### config.mk
export PLATFORM = sky130hd
export DESIGN_NAME = mul_seq_ctrl_flat
export DESIGN_NICKNAME = d
export VERILOG_FILES = /design/src/rtl/mul_seq_pkg.sv /design/src/rtl/mul_seq_ctrl_if.sv /design/src/rtl/booth_r4_sel.sv /design/src/rtl/mul_seq_ctrl.sv /design/src/flat_wrapper.sv
export SDC_FILE = /design/constraint.sdc
export NUM_CORES = 1
export LEC_CHECK = 0
export ABC_AREA = 0
export CAP_MARGIN = 20
export CELL_PAD_IN_SITES_DETAIL_PLACEMENT = 1
export CELL_PAD_IN_SITES_GLOBAL_PLACEMENT = 1
export CORE_MARGIN = 3
export CORE_UTILIZATION = 30
export CTS_CLUSTER_SIZE = 25
export DETAILED_ROUTE_END_ITERATION = 8
export PLACE_DENSITY_LB_ADDON = 0.1
export SYNTH_ARGS = -nofsm -noshare
export SYNTH_HDL_FRONTEND = slang
export SYNTH_SLANG_ARGS = --single-unit
### constraint.sdc
create_clock -name clk -period 5.1 [get_ports clk]
set_input_delay 0.765 -clock clk [delete_from_list [all_inputs] [get_ports clk]]
set_output_delay 0.765 -clock clk [all_outputs]
set_load 0.01 [all_outputs]
### src/rtl/mul_seq_pkg.sv
// ============================================================================
//  Module   : mul_seq_pkg
//  Brief    : Shared types and constants for the radix-4 Booth multiply slice.
//  Revision : 1.0  initial release
// ============================================================================
`default_nettype none

package mul_seq_pkg;

   localparam int c_DEF_WIDTH = 32;
   localparam int c_DEF_STEPS = c_DEF_WIDTH / 2;

   typedef enum logic [1:0] {
      IDLE = 2'd0,
      RUN  = 2'd1,
      DONE = 2'd2
   } state_e;

   typedef enum logic [2:0] {
      ZERO = 3'd0,
      P1   = 3'd1,
      P2   = 3'd2,
      M1   = 3'd3,
      M2   = 3'd4
   } booth_dig_e;

   // Window is {Q[1], Q[0], q-1}.
   function automatic booth_dig_e booth_recode(input logic [2:0] win);
      booth_dig_e dig;
      case (win)
         3'b001, 3'b010: dig = P1;
         3'b011:         dig = P2;
         3'b100:         dig = M2;
         3'b101, 3'b110: dig = M1;
         default:        dig = ZERO;
      endcase
      return dig;
   endfunction

endpackage

`default_nettype wire

### src/rtl/mul_seq_ctrl_if.sv
// ============================================================================
//  Module   : mul_seq_ctrl_if
//  Brief    : Start/ready request and HI/LO result bundle for mul_seq_ctrl.
//  Revision : 1.0  initial release
// ============================================================================
`default_nettype none

interface mul_seq_ctrl_if
   import mul_seq_pkg::*;
#(
   parameter int WIDTH = c_DEF_WIDTH
);
   logic             start;
   logic [WIDTH-1:0] op_a;
   logic [WIDTH-1:0] op_b;
   logic             abort;
   logic             ready;
   logic             busy;
   logic             done;
   logic [WIDTH-1:0] hi_out;
   logic [WIDTH-1:0] lo_out;

   modport master (
      output start, op_a, op_b, abort,
      input  ready, busy, done, hi_out, lo_out
   );

   modport slave (
      input  start, op_a, op_b, abort,
      output ready, busy, done, hi_out, lo_out
   );
endinterface

`default_nettype wire

### src/rtl/booth_r4_sel.sv
// ============================================================================
//  Module   : booth_r4_sel
//  Brief    : Radix-4 Booth partial-product selector (0, +-M, +-2M).
//  Revision : 1.0  initial release
// ============================================================================
`default_nettype none

module booth_r4_sel
   import mul_seq_pkg::*;
#(
   parameter int PW = 2 * c_DEF_WIDTH
) (
   input  wire logic [2:0]    i_win,
   input  wire logic [PW-1:0] i_m,
   output logic      [PW-1:0] o_pp
);

   always_comb begin
      o_pp = '0;
      case (booth_recode(i_win))
         P1:      o_pp = i_m;
         P2:      o_pp = i_m << 1;
         M1:      o_pp = -i_m;
         M2:      o_pp = -(i_m << 1);
         default: o_pp = '0;
      endcase
   end

endmodule

`default_nettype wire

### src/rtl/mul_seq_ctrl.sv
// ============================================================================
//  Module   : mul_seq_ctrl
//  Brief    : Sequential radix-4 Booth signed multiplier controller for HI/LO.
//             Optional early-out on constant remaining multiplier bits:
//             MULSEQ_EARLY_TERM_EN.
//  Revision : 1.0  initial release
// ============================================================================
`default_nettype none

module mul_seq_ctrl
   import mul_seq_pkg::*;
#(
   parameter int WIDTH = c_DEF_WIDTH
) (
   input  wire logic     clk,
   input  wire logic     clr,
   mul_seq_ctrl_if.slave bus
);

   localparam int             STEPS  = WIDTH / 2;
   localparam int             PW     = 2 * WIDTH;
   localparam int             CW     = (STEPS > 1) ? $clog2(STEPS) : 1;
   localparam logic [CW-1:0]  c_LAST = CW'(STEPS - 1);

   state_e                  r_state;
   state_e                  w_state_next;
   logic [PW-1:0]           r_m;
   logic [PW-1:0]           r_p;
   logic [PW-1:0]           w_pp;
   logic [PW-1:0]           w_p_sum;
   logic signed [WIDTH-1:0] r_q;
   logic signed [WIDTH-1:0] w_q_next;
   logic                    r_qm1;
   logic [CW-1:0]           r_cnt;
   logic [WIDTH-1:0]        r_hi;
   logic [WIDTH-1:0]        r_lo;
   logic                    w_ready;
   logic                    w_busy;
   logic                    w_done;
   logic                    w_accept;
   logic                    w_last;

   assign w_q_next = r_q >>> 2;
   assign w_p_sum  = r_p + w_pp;

`ifdef MULSEQ_EARLY_TERM_EN
   // Once the unconsumed multiplier bits are all equal, every later digit is 0.
   logic [WIDTH:0] w_rest;
   assign w_rest = {w_q_next, r_q[1]};
   assign w_last = (r_cnt == c_LAST) || (w_rest == '0) || (&w_rest);
`else
   assign w_last = (r_cnt == c_LAST);
`endif

   booth_r4_sel #(
      .PW (PW)
   ) u_sel (
      .i_win ({r_q[1:0], r_qm1}),
      .i_m   (r_m),
      .o_pp  (w_pp)
   );

   always_ff @(posedge clk) begin
      if (clr) r_state <= IDLE;
      else     r_state <= w_state_next;
   end

   always_comb begin
      w_state_next = r_state;
      w_ready      = 1'b0;
      w_busy       = 1'b0;
      w_done       = 1'b0;
      w_accept     = 1'b0;
      case (r_state)
         IDLE: begin
            w_ready  = !clr;
            w_accept = bus.start && !bus.abort;
            if (w_accept) w_state_next = RUN;
         end
         RUN: begin
            w_busy = 1'b1;
            if (bus.abort)   w_state_next = IDLE;
            else if (w_last) w_state_next = DONE;
         end
         DONE: begin
            w_ready      = !clr;
            w_done       = 1'b1;
            w_accept     = bus.start && !bus.abort;
            w_state_next = w_accept ? RUN : IDLE;
         end
         default: w_state_next = IDLE;
      endcase
   end

   always_ff @(posedge clk) begin
      if (clr) begin
         r_m   <= '0;
         r_p   <= '0;
         r_q   <= '0;
         r_qm1 <= 1'b0;
         r_cnt <= '0;
         r_hi  <= '0;
         r_lo  <= '0;
      end else if (w_accept) begin
         r_m   <= {{WIDTH{bus.op_a[WIDTH-1]}}, bus.op_a};
         r_p   <= '0;
         r_q   <= $signed(bus.op_b);
         r_qm1 <= 1'b0;
         r_cnt <= '0;
      end else if (r_state == RUN && !bus.abort) begin
         r_p   <= w_p_sum;
         r_m   <= r_m << 2;
         r_qm1 <= r_q[1];
         r_q   <= w_q_next;
         r_cnt <= r_cnt + 1'b1;
         if (w_last) {r_hi, r_lo} <= w_p_sum;
      end
   end

   assign bus.ready  = w_ready;
   assign bus.busy   = w_busy;
   assign bus.done   = w_done;
   assign bus.hi_out = r_hi;
   assign bus.lo_out = r_lo;

endmodule

`default_nettype wire

### src/flat_wrapper.sv
// flat-port wrapper written by rule: the top's interface ports become plain ports
module mul_seq_ctrl_flat import mul_seq_pkg::*;
#(
   parameter int WIDTH = c_DEF_WIDTH
)
  (clk, clr, bus_start, bus_op_a, bus_op_b, bus_abort, bus_ready, bus_busy, bus_done, bus_hi_out, bus_lo_out);
  mul_seq_ctrl_if #(.WIDTH(WIDTH)) bus_i ();
  input  wire logic clk;
  input  wire logic clr;
  input wire logic [$bits(bus_i.start)-1:0] bus_start;
  input wire logic [$bits(bus_i.op_a)-1:0] bus_op_a;
  input wire logic [$bits(bus_i.op_b)-1:0] bus_op_b;
  input wire logic [$bits(bus_i.abort)-1:0] bus_abort;
  output wire logic [$bits(bus_i.ready)-1:0] bus_ready;
  output wire logic [$bits(bus_i.busy)-1:0] bus_busy;
  output wire logic [$bits(bus_i.done)-1:0] bus_done;
  output wire logic [$bits(bus_i.hi_out)-1:0] bus_hi_out;
  output wire logic [$bits(bus_i.lo_out)-1:0] bus_lo_out;
  assign bus_i.start = bus_start;
  assign bus_i.op_a = bus_op_a;
  assign bus_i.op_b = bus_op_b;
  assign bus_i.abort = bus_abort;
  assign bus_ready = bus_i.ready;
  assign bus_busy = bus_i.busy;
  assign bus_done = bus_i.done;
  assign bus_hi_out = bus_i.hi_out;
  assign bus_lo_out = bus_i.lo_out;
  mul_seq_ctrl #(.WIDTH(WIDTH)) u_core (.clk(clk), .clr(clr), .bus(bus_i));
endmodule
# Yosys cells after proc, flatten, opt, wreduce, memory -nomap -nowiden
# Index checks and enable logic that the tools add are counted.
[word_totals]
elab_cells = 56
ff_bits = 231
inputBits = 68
[op_classes]
reduce_logical = 12
mux = 15
eq_ne = 15
addsub = 4
bitwise = 1
[op_table]
columns = ["operator", "n"]
rows = [
  ["case mux 64 bit (4 select lines)", 1],
  ["two-way mux 64 bit", 2],
  ["negation 64 bit", 2],
  ["adder 64 bit", 1],
  ["two-way mux 32 bit", 1],
  ["two-way mux 31 bit", 1],
  ["== test 3 x 2 -> 1 bit (second input constant)", 4],
  ["== test 3 bit (second input constant)", 4],
  ["case mux 3 bit (4 select lines)", 1],
  ["OR reduction 2 bit", 4],
  ["== test 3 x 1 -> 1 bit (second input constant)", 2],
  ["two-way mux 2 bit", 3],
  ["case mux 2 bit (3 select lines)", 1],
  ["two-way mux 1 bit", 5],
  ["adder 4 x 1 -> 4 bit (second input constant)", 1],
  ["== test 4 bit (second input constant)", 1],
  ["!= test 3 x 2 -> 1 bit (second input constant)", 1],
  ["AND reduction 3 bit", 1],
  ["== test 2 x 1 -> 1 bit (second input constant)", 1],
  ["== test 2 bit (second input constant)", 1],
  ["logical AND 1 bit", 2],
  ["zero test 1 bit", 2],
  ["zero test 2 bit", 1],
  ["!= test 2 x 1 -> 1 bit (second input constant)", 1],
  ["other kinds (3)", 3],
]

# Longest topological paths before layout
# Gate-level depths: netlist of the first run.
[logic_depth]
ltp_word = 6
depth_mapped = 25

# Modules after synthesis
# A second synthesis of the first run with hierarchy kept.
[unflattened]
cells_unflattened = 2124
area_unflattened_um2 = 15576.2
[by_module_without_submodules]
columns = ["module", "seq_area_each_um2", "cells_per_inst", "area_per_inst_um2", "instances"]
rows = [
  ["mul_seq_ctrl", 4624.4, 1530, 11926.4, 1],
  ["booth_r4_sel", 0.0, 594, 3649.8, 1],
]

# Least setup slack after synthesis of the first run
# Ideal clock, no wire load.
[synth_path]
path_type = "flip-flop to flip-flop"
startpoint = "register u_core.r_m[10]"
endpoint = "register u_core.r_p[60]"
path_buffers = 2
setup_slack_ps = -142
period_less_slack_ps = 5242
t_required_ps = 5037
path_stages_with_launch = 20
arrival_time_ps = 5179
path_cell_list = "dfxtp_1 > buf_6 > or4_4 > nor3_4 > and4_4 > nand4_4 > or4b_4 > or3_4 > nor3_4 > a2111oi_0 > a311oi_1 > o22ai_1 > ha_1 > clkbuf_1 > nand4_1 > o41a_1 > o31ai_1 > a21boi_0 > or4_1 > nand3_1"
[synth_via]
elab_chain_len = 3
elab_cells_between_ends = 4
cone_classes = "add/sub (3); mux (1)"
[synth_rtl]
columns = ["element", "line", "text"]
rows = [
  ["start, declared", "mul_seq_ctrl.sv:27", "logic [PW-1:0] r_m;"],
  ["start signal, assigned", "mul_seq_ctrl.sv:105", "r_m <= {{WIDTH{bus.op_a[WIDTH-1]}}, bus.op_a};"],
  ["start signal, assigned", "mul_seq_ctrl.sv:112", "r_m <= r_m << 2;"],
  ["negation 64 bit, on equally long branches", "booth_r4_sel.sv:23, booth_r4_sel.sv:24", ""],
  ["case mux 64 bit (4 select lines) (*)", "booth_r4_sel.sv:20", "case (booth_recode(i_win))"],
  ["adder 64 bit (*)", "mul_seq_ctrl.sv:44", "assign w_p_sum = r_p + w_pp;"],
  ["end signal, assigned", "mul_seq_ctrl.sv:111", "r_p <= w_p_sum;"],
  ["end, declared", "mul_seq_ctrl.sv:28", "logic [PW-1:0] r_p;"],
]
# Every way passes the cells marked *; elsewhere a longest branch is shown, timed or not.
# A chain may end at the register's enable or synchronous reset.

# Worst setup path in the final report of the first run
[layout_path]
startpoint = "register u_core.r_m[10]"
endpoint = "register u_core.r_p[52]"
# Same word-level chain as after synthesis.

==> results of run 1 <==
power groups by stage:
stage               clock [uW]  combinational [uW]  sequential [uW]
finish                    2210                1090             1890
global route              2360                1190             1890
CTS                       2290                1020             1890
detailed placement           0                1000             1930
global placement             0                 983             1920
floorplan                    0                 576             1900
worst paths after layout:
kind                                                          from                                  to  cells after the start
worst max-delay path                   u_core.r_m[10]$_SDFFE_PP0P_         u_core.r_p[52]$_SDFFE_PP0P_                     23
worst min-delay path            u_core.bus.lo_out[22]$_SDFFE_PP0P_  u_core.bus.lo_out[22]$_SDFFE_PP0P_                      2
worst max register to register         u_core.r_m[10]$_SDFFE_PP0P_         u_core.r_p[52]$_SDFFE_PP0P_                     23
worst min register to register  u_core.bus.lo_out[22]$_SDFFE_PP0P_  u_core.bus.lo_out[22]$_SDFFE_PP0P_                      2
area by class of cell:
class | instances | share of cell area [%]
Multi-Input combinational cell | 1690 | 51.8
Sequential cell | 231 | 21.3
Timing Repair Buffer | 462 | 17.9
Tap cell | 680 | 3.92
Clock buffer | 38 | 3.78
Clock inverter | 18 | 0.904
Inverter | 24 | 0.415
Antenna cell | 2 | 0.0230
per-layer routing:
layer  GRT usage [%]  vias up  routed length [um]
met5               0        -                   0
met4            5.07        0                1260
met3            2.60       70                2340
met2            34.5      272               28400
met1            32.4     8362               32600
li1                -     8255                   -
registers in the layout (all words and copies together) (netlist names):
signal	count
u_core.r_qm1	1
u_core.bus.hi_out	32
u_core.r_q	32
u_core.bus.lo_out	32
u_core.r_p	64
u_core.r_cnt	4
u_core.r_state	2
u_core.r_m	64
synthesized netlist by cell type, types with 8 or more instances:
library cell	count
nand3_1	43
or3_1	23
nand4_1	24
or2_2	9
nand3b_1	16
clkbuf_8	9
o22ai_1	10
xor2_1	72
or4_1	15
nor3_1	20
clkbuf_1	151
o21ai_0	127
a31oi_1	13
a22o_1	8
a221oi_1	56
nor4_1	10
a22oi_1	88
inv_1	23
dfxtp_1	231
a21o_1	40
o21bai_1	22
o21a_1	10
nor2_1	158
mux2i_1	16
buf_1	17
a211oi_1	17
nand2b_1	11
o221ai_1	8
ha_1	65
nand2_1	372
xnor2_1	69
a21oi_1	271
o211ai_1	8
kinds of logic (layout without fill, tap and decap cells):
family / Yosys count / in the layout / share of synthesized area (%)
compound gates: 717 / 717 / 28.4
xor+xnor: 141 / 141 / 7.80
fa+ha+maj: 66 / 66 / 5.26
buf+inv: 222 / 542 / 6.52
flops: 231 / 231 / 29.2
mux: 18 / 18 / 1.15
other cells: 0 / 2 / 0
simple gates: 748 / 748 / 21.7
worst max-delay path: cells and delay by family, from the launching register on:
family / cells / cell delay (ns)
flip-flops: 1 / 0.32
AO/OA/AOI/OAI: 8 / 1.25
buffers and inverters: 4 / 0.58
AND/OR/NAND/NOR: 8 / 2.42
adder cells (fa/ha/maj): 1 / 0.21
XOR/XNOR: 2 / 0.35
what timing repair did:
item	CTS	global route
gates resized for setup	62	177
gates cloned	0	0
pin swaps	5	49
buffers inserted	6	18
setup endpoints to repair	39	72
metrics by stage:
step | util (%) | total power, uW | setup WS [ns] | instances | TNS [ns]
CTS | 40.1 | 5190 | -0.0284 | 3126 | -0.0734
global route | 41.9 | 5440 | -0.266 | 3144 | -4.44
floorplan | - | 2480 | 0.00330 | 2143 | 0
finish | 41.9 | 5190 | -0.0982 | 3145 | -0.206
global placement | 37.6 | 2910 | -0.191 | 3064 | -2.52
detailed placement | 37.6 | 2930 | -0.319 | 3064 | -5.16
cells in the final DEF, fill, tap and decap left out, types with 27 or more instances in the layout:
master and n:
a21oi_2 27, ha_1 56, nand2_1 365, a22oi_1 84, xor2_1 67, o21ai_0 91
a221oi_1 50, buf_4 316, nand3_1 36, a21oi_1 241, dfxtp_1 227, a21o_1 40
xnor2_1 63, clkdlybuf4s50_1 133, clkbuf_16 31, nor2_1 149
==> reports/qor.yml, run 1 <==
outcome:
  failed_checks: "negative setup slack"
  status: "finished with violations"
worst_setup_path:
  cp-start-kind: "register"
  cp_common_cell: "buf_4"
  slowest_stage: "or4_4"
  critPathMaxStageDelay_ns: 0.55
  worst_setup_path_end_kind: "register"
  path_max_fanout: 4
  cp.required_ns: 5.61
  critical_path_class: "register to register"
  ff2ff_setup_slack_ns: -0.1
  crit_arrival_ns: 5.71
  cp_cell_sequence: "or4_4 > nor3_4 > and4_4 > nand4_4 > or4b_4 > or3_4 > nor3_4 > buf_6 > xor2_1 > o21ai_2 > ha_4 > a21oi_4 > o21bai_1 > a21o_1 > a221o_1 > a21oi_2 > o31ai_2 > buf_4 > buf_4 > buf_4 > xor2_2 > nand2_1 > a21oi_1"
worst_hold_path:
  hp-class: "register to register"
synth:
  avgSynthCellArea_sq_um: 7.39
  yosysTopAreaCell: "dfxtp_1"
  ys_seq_area_share_pct: 29.2
  ys.flop_type: "dfxtp_1"
  synth_nets: 2277
  synth_top_area_share_pct: 29.2
  netlist_top_cells_area: "dfxtp_1 (29%), nand2_1 (8.8%), a21oi_1 (8.6%)"
  synth_edf_count: 0
  ys_seq_elements: 231
  async_flop_share_pct: 0
  yosysWarnings: 0
  synth_area_sq_mm: 0.0158
  synthCells: 2143
  synth_cell_types: 82
routing:
  viasPerCell: 5.39
  ant_nets: 0
  vias: 17000
  wl_per_cell_um: 20.5
  route.detailed.drc: 0
  dr.pass1.iters: 5
  drtIter0Drc: 926
  routed_wl_mm: 64.6
floorplan:
  rows: 83
  fp.dieW_um: 236
  die_h_um: 236
  initial_utilization_pct: 30.6
  coreArea_sq_mm: 0.0518
  dieArea_sq_mm: 0.0556
  ios: 135
clocking:
  clock_latency_ns: 0.59
  ctsHtreeMaxLevel: 1
  cts_hold_buf: 0
  cts-buffers-inserted: 30
  clockRootBuffer: "clkbuf_16"
  tritoncts: "yes"
  cts.reportedPaths.clkPinSlew_ns: 0.06
  clk_path_buf_depth: 3
  cts.sinks: 231
timing:
  skew_ns: 0.0144
  period_minus_slack_ns: 5.20
  timing.final.crit_share_pct: 102
  slew_headroom_pct: 28.6
  finalHoldWorstSlack_ns: 0.454
  hold_violations: 0
  setup_viol: 5
  rsz0062_at_grt: "true"
  tightest_slew_ns: 1.07
  fmax_ghz: 0.192
  drv_slew: 0
  fin_ws_ns: -0.0982
grt:
  grt_pass1_wl_mm: 99.8
  grt_max_degree: 157
  globalRouteTotalUtil_pct: 22.1
  grt_overflow_total: 0
  antenna_found_initial: 1
  grt_pass1_vias: 17300
pwr:
  ir_drop_v: 0.000253
  p_clk_share_pct: 42.6
  switching_share_pct: 30.3
  p_per_area_mw_per_mm2: 239
  p_seq_share_pct: 36.4
  internal-power_uw: 3620
  p_sw_uw: 1570
  cellLeakagePower_uw: 0.00839
  pwr-share-comb_pct: 21.1
place:
  place_area_sq_mm: 0.0195
  portBuffers: 134
  place_hpwl_mm: 47.6
  gp_congestion: 0.886
cells_and_area:
  syn_to_final_growth_pct: 37.1
  multi_input_area_sq_mm: 0.0112
  fin_area_sq_mm: 0.0217
  nNetsFinal: 2573
  seq_area_sq_mm: 0.00463
  drive_gt1_share_pct: 23.3
  n_fill_cell: 6225
run:
  timing.max_cap.violations: 0
Power figures use the tool's default switching activity.
==> run 2, diff against run 1 <==
--- a/config.mk
+++ b/config.mk
@@ -13,7 +13,7 @@
 export CORE_UTILIZATION = 30
 export CTS_CLUSTER_SIZE = 25
 export DETAILED_ROUTE_END_ITERATION = 8
-export PLACE_DENSITY_LB_ADDON = 0.1
+export PLACE_DENSITY_LB_ADDON = 0.12
 export SYNTH_ARGS = -nofsm -noshare
 export SYNTH_HDL_FRONTEND = slang
 export SYNTH_SLANG_ARGS = --single-unit
==> reports/qor.yml, run 2 (synthesis results as in run 1) <==
worst_setup_path:
  cp_cell_sequence: "or4_4 > nor3_4 > and4_4 > nand4_4 > or4b_4 > or3_4 > nor3_4 > a2111oi_4 > a311oi_2 > o22ai_2 > ha_4 > nand4_1 > o41a_1 > o31ai_2 > buf_4 > a31oi_4 > or4_4 > nand3_2"
  ff2ff_setup_slack_ns: -0.18  # -0.08 ns
  crit_family: "simple AND/OR/NAND/NOR gates"
  path_max_fanout: 4  # unchanged
  critPathBufInv: 1  # -3
  cp-start-kind: "register"
  cp.required_ns: 5.61  # about the same
  path_depth: 18  # -22%
  rr_worst_depth: 18  # -22%
  crit_arrival_ns: 5.79  # +0.08 ns
  worst_setup_path_end_kind: "register"
  r2r_start: "u_core.r_m[13]$_SDFFE_PP0P_"
  r2r-end: "u_core.r_p[58]$_SDFFE_PP0P_"
  slowest_stage: "or4_4"
  critical_path_class: "register to register"
  critPathMaxStageDelay_ns: 0.55  # about the same
grt:
  met2_usage_pct: 34.5  # about the same
  grt_overflow_total: 0  # unchanged
  use_met1_pct: 31.8  # -0.60 points
  grt_max_degree: 157  # unchanged
  globalRouteTotalUtil_pct: 21.6  # -0.43 points
  grt_pass1_wl_mm: 98.8  # -1.0%
  busiest_layer: "met2"
  grt_pass1_vias: 17100  # -1.0%
  antenna_found_initial: 0  # -1
  grt_use_met3_pct: 2.14  # -0.46 points
timing:
  timing.final.crit_share_pct: 104  # +1.6 points
  finalHoldWorstSlack_ns: 0.452  # -0.00279 ns
  fmax_ghz: 0.189  # -1.5%
  tightest_slew_ns: 1.11  # +0.0403 ns
  skew_ns: 0.00886  # -0.00556 ns
  rsz0062_at_grt: "true"
  setup_tns_ns: -1.92  # -1.71 ns
  fin_ws_ns: -0.179  # -0.0804 ns
  drv_slew: 0  # unchanged
  hold_violations: 0  # unchanged
  slew_headroom_pct: 25.9  # -2.7 points
  setup_viol: 18  # +13
  period_minus_slack_ns: 5.28  # +0.0804 ns
worst_hold_path:
  hp-class: "register to register"
  hold_depth: 2  # unchanged
  hp-start: "u_core.bus.lo_out[25]$_SDFFE_PP0P_"
  min_to: "u_core.bus.lo_out[25]$_SDFFE_PP0P_"
cells_and_area:
  reg.largest.list: "u_core.r_m (64), u_core.r_p (64)"
  nNetsFinal: 2565  # -0.31%
  syn_to_final_growth_pct: 37.0  # about the same
  mostFrequentLayoutCell: "nand2_1"
  seq_area_sq_mm: 0.00463  # about the same
  n_fill_cell: 6228  # +0.048%
  multi_input_area_sq_mm: 0.0112  # -0.39%
  drive_gt1_share_pct: 22.6  # -0.71 points
  final_cell_mix: "nand2_1 (370), buf_4 (306), a21oi_1 (247)"
routing:
  routed_wl_mm: 63.6  # -1.5%
  route.detailed.drc: 0  # unchanged
  vias: 17100  # +0.65%
  drtIter0Drc: 870  # -6.0%
  wl_per_cell_um: 20.3  # -1.2%
  ant_nets: 0  # unchanged
  viasPerCell: 5.45  # +1.0%
  dr.pass1.iters: 5  # unchanged
clocking:
  ctsHtreeMaxLevel: 1  # unchanged
  clk_path_buf_depth: 3  # unchanged
  cts_hold_buf: 0  # unchanged
  cts.reportedPaths.clkPinSlew_ns: 0.06  # about the same
  cts.sinks: 231  # unchanged
  tritoncts: "yes"
  clock_latency_ns: 0.58  # about the same
  clockRootBuffer: "clkbuf_16"
  cts-buffers-inserted: 30  # unchanged
outcome:
  failed_checks: "negative setup slack"
  status: "finished with violations"
floorplan:
  dieArea_sq_mm: 0.0556  # unchanged
  initial_utilization_pct: 30.6  # unchanged
  ios: 135  # unchanged
  die_h_um: 236  # unchanged
  fp.dieW_um: 236  # unchanged
  rows: 83  # unchanged
  coreArea_sq_mm: 0.0518  # unchanged
run:
  timing.max_cap.violations: 0  # unchanged
place:
  gp_congestion: 0.884  # -0.25%
  place_hpwl_mm: 46.7  # -1.9%
  portBuffers: 134  # unchanged
pwr:
  cellLeakagePower_uw: 0.00834  # -0.64%
  p_per_area_mw_per_mm2: 244  # +2.1%
  ir_drop_v: 0.000243  # -4.0%
[run 2: changes by cell type in the layout (fill, tap and decap cells not counted), moves of 6 or more]
cell and change:
buf_4 -10, a21oi_1 +6, o21ai_0 +6, o21ai_1 -6
[run 2: metal layers]
| metal | vias to the layer above | routed length [um] |
|---|---|---|
| met4 | 0 | 1060 |
| met5 | - | 0 |
| met1 | 8463 | 31800 |
| met2 | 292 | 28500 |
| li1 | 8254 | - |
| met3 | 61 | 2240 |
[run 2: how the worst max path moves through the flow]
| stage | start | endpoint | slack [ns] |
|---|---|---|---|
| global route | u_core.r_m[13]$_SDFFE_PP0P_ | u_core.r_p[58]$_SDFFE_PP0P_ | -0.36 |
| global placement | u_core.r_m[0]$_SDFFE_PP0P_ | u_core.r_p[55]$_SDFFE_PP0P_ | -0.15 |
| detailed placement | u_core.r_m[10]$_SDFFE_PP0P_ | u_core.r_p[62]$_SDFFE_PP0P_ | -0.26 |
| floorplan | u_core.r_m[10]$_SDFFE_PP0P_ | u_core.r_p[55]$_SDFFE_PP0P_ | 0.003 |
| finish | u_core.r_m[13]$_SDFFE_PP0P_ | u_core.r_p[58]$_SDFFE_PP0P_ | -0.18 |
| CTS | u_core.r_m[10]$_SDFFE_PP0P_ | u_core.r_p[63]$_SDFFE_PP0P_ | -0.12 |
[run 2: area by class of cell]
cell class | count | share of cell area, %
repair buffers | 454 | 17.7
diodes | 1 | 0.0115
clock inverters | 18 | 1.25
flip-flops and latches | 231 | 21.3
clock buffers | 35 | 3.78
well taps | 680 | 3.92
multi-input cells | 1690 | 51.6
inverters | 24 | 0.415
[run 2: power breakdown]
part / total, uW / internal (uW) / switching (uW)
clock network: 2330 / 1450 / 879
logic: 1070 / 465 / 609
registers: 1890 / 1850 / 41.7
[run 2: timing repair]
item / in CTS / in global routing
gates resized for setup: 81 / 136
endpoints found under the setup margin: 54 / 66
buffers inserted: 10 / 16
pin swaps: 23 / 64
[run 2: worst min-delay path: cells and delay by family, from the launching register on]
| family | cells | cell delay (ns) |
|---|---|---|
| and+or+nand+nor | 1 | 0.05 |
| DFF | 1 | 0.30 |
| AOI/OAI and AO/OA | 1 | 0.05 |
[run 2: per-stage QoR]
stage / util [%] / instance area (sq um) / cells / total power (uW) / worst slack [ns]
detailed placement: 37.5 / 19400 / 3057 / 2920 / -0.256
global route: 41.9 / 21700 / 3132 / 5540 / -0.364
finish: 41.9 / 21700 / 3133 / 5300 / -0.179
floorplan: - / 15900 / 2143 / 2480 / 0.00330
global placement: 37.4 / 19400 / 3056 / 2900 / -0.146
CTS: 40.3 / 20900 / 3119 / 5310 / -0.125
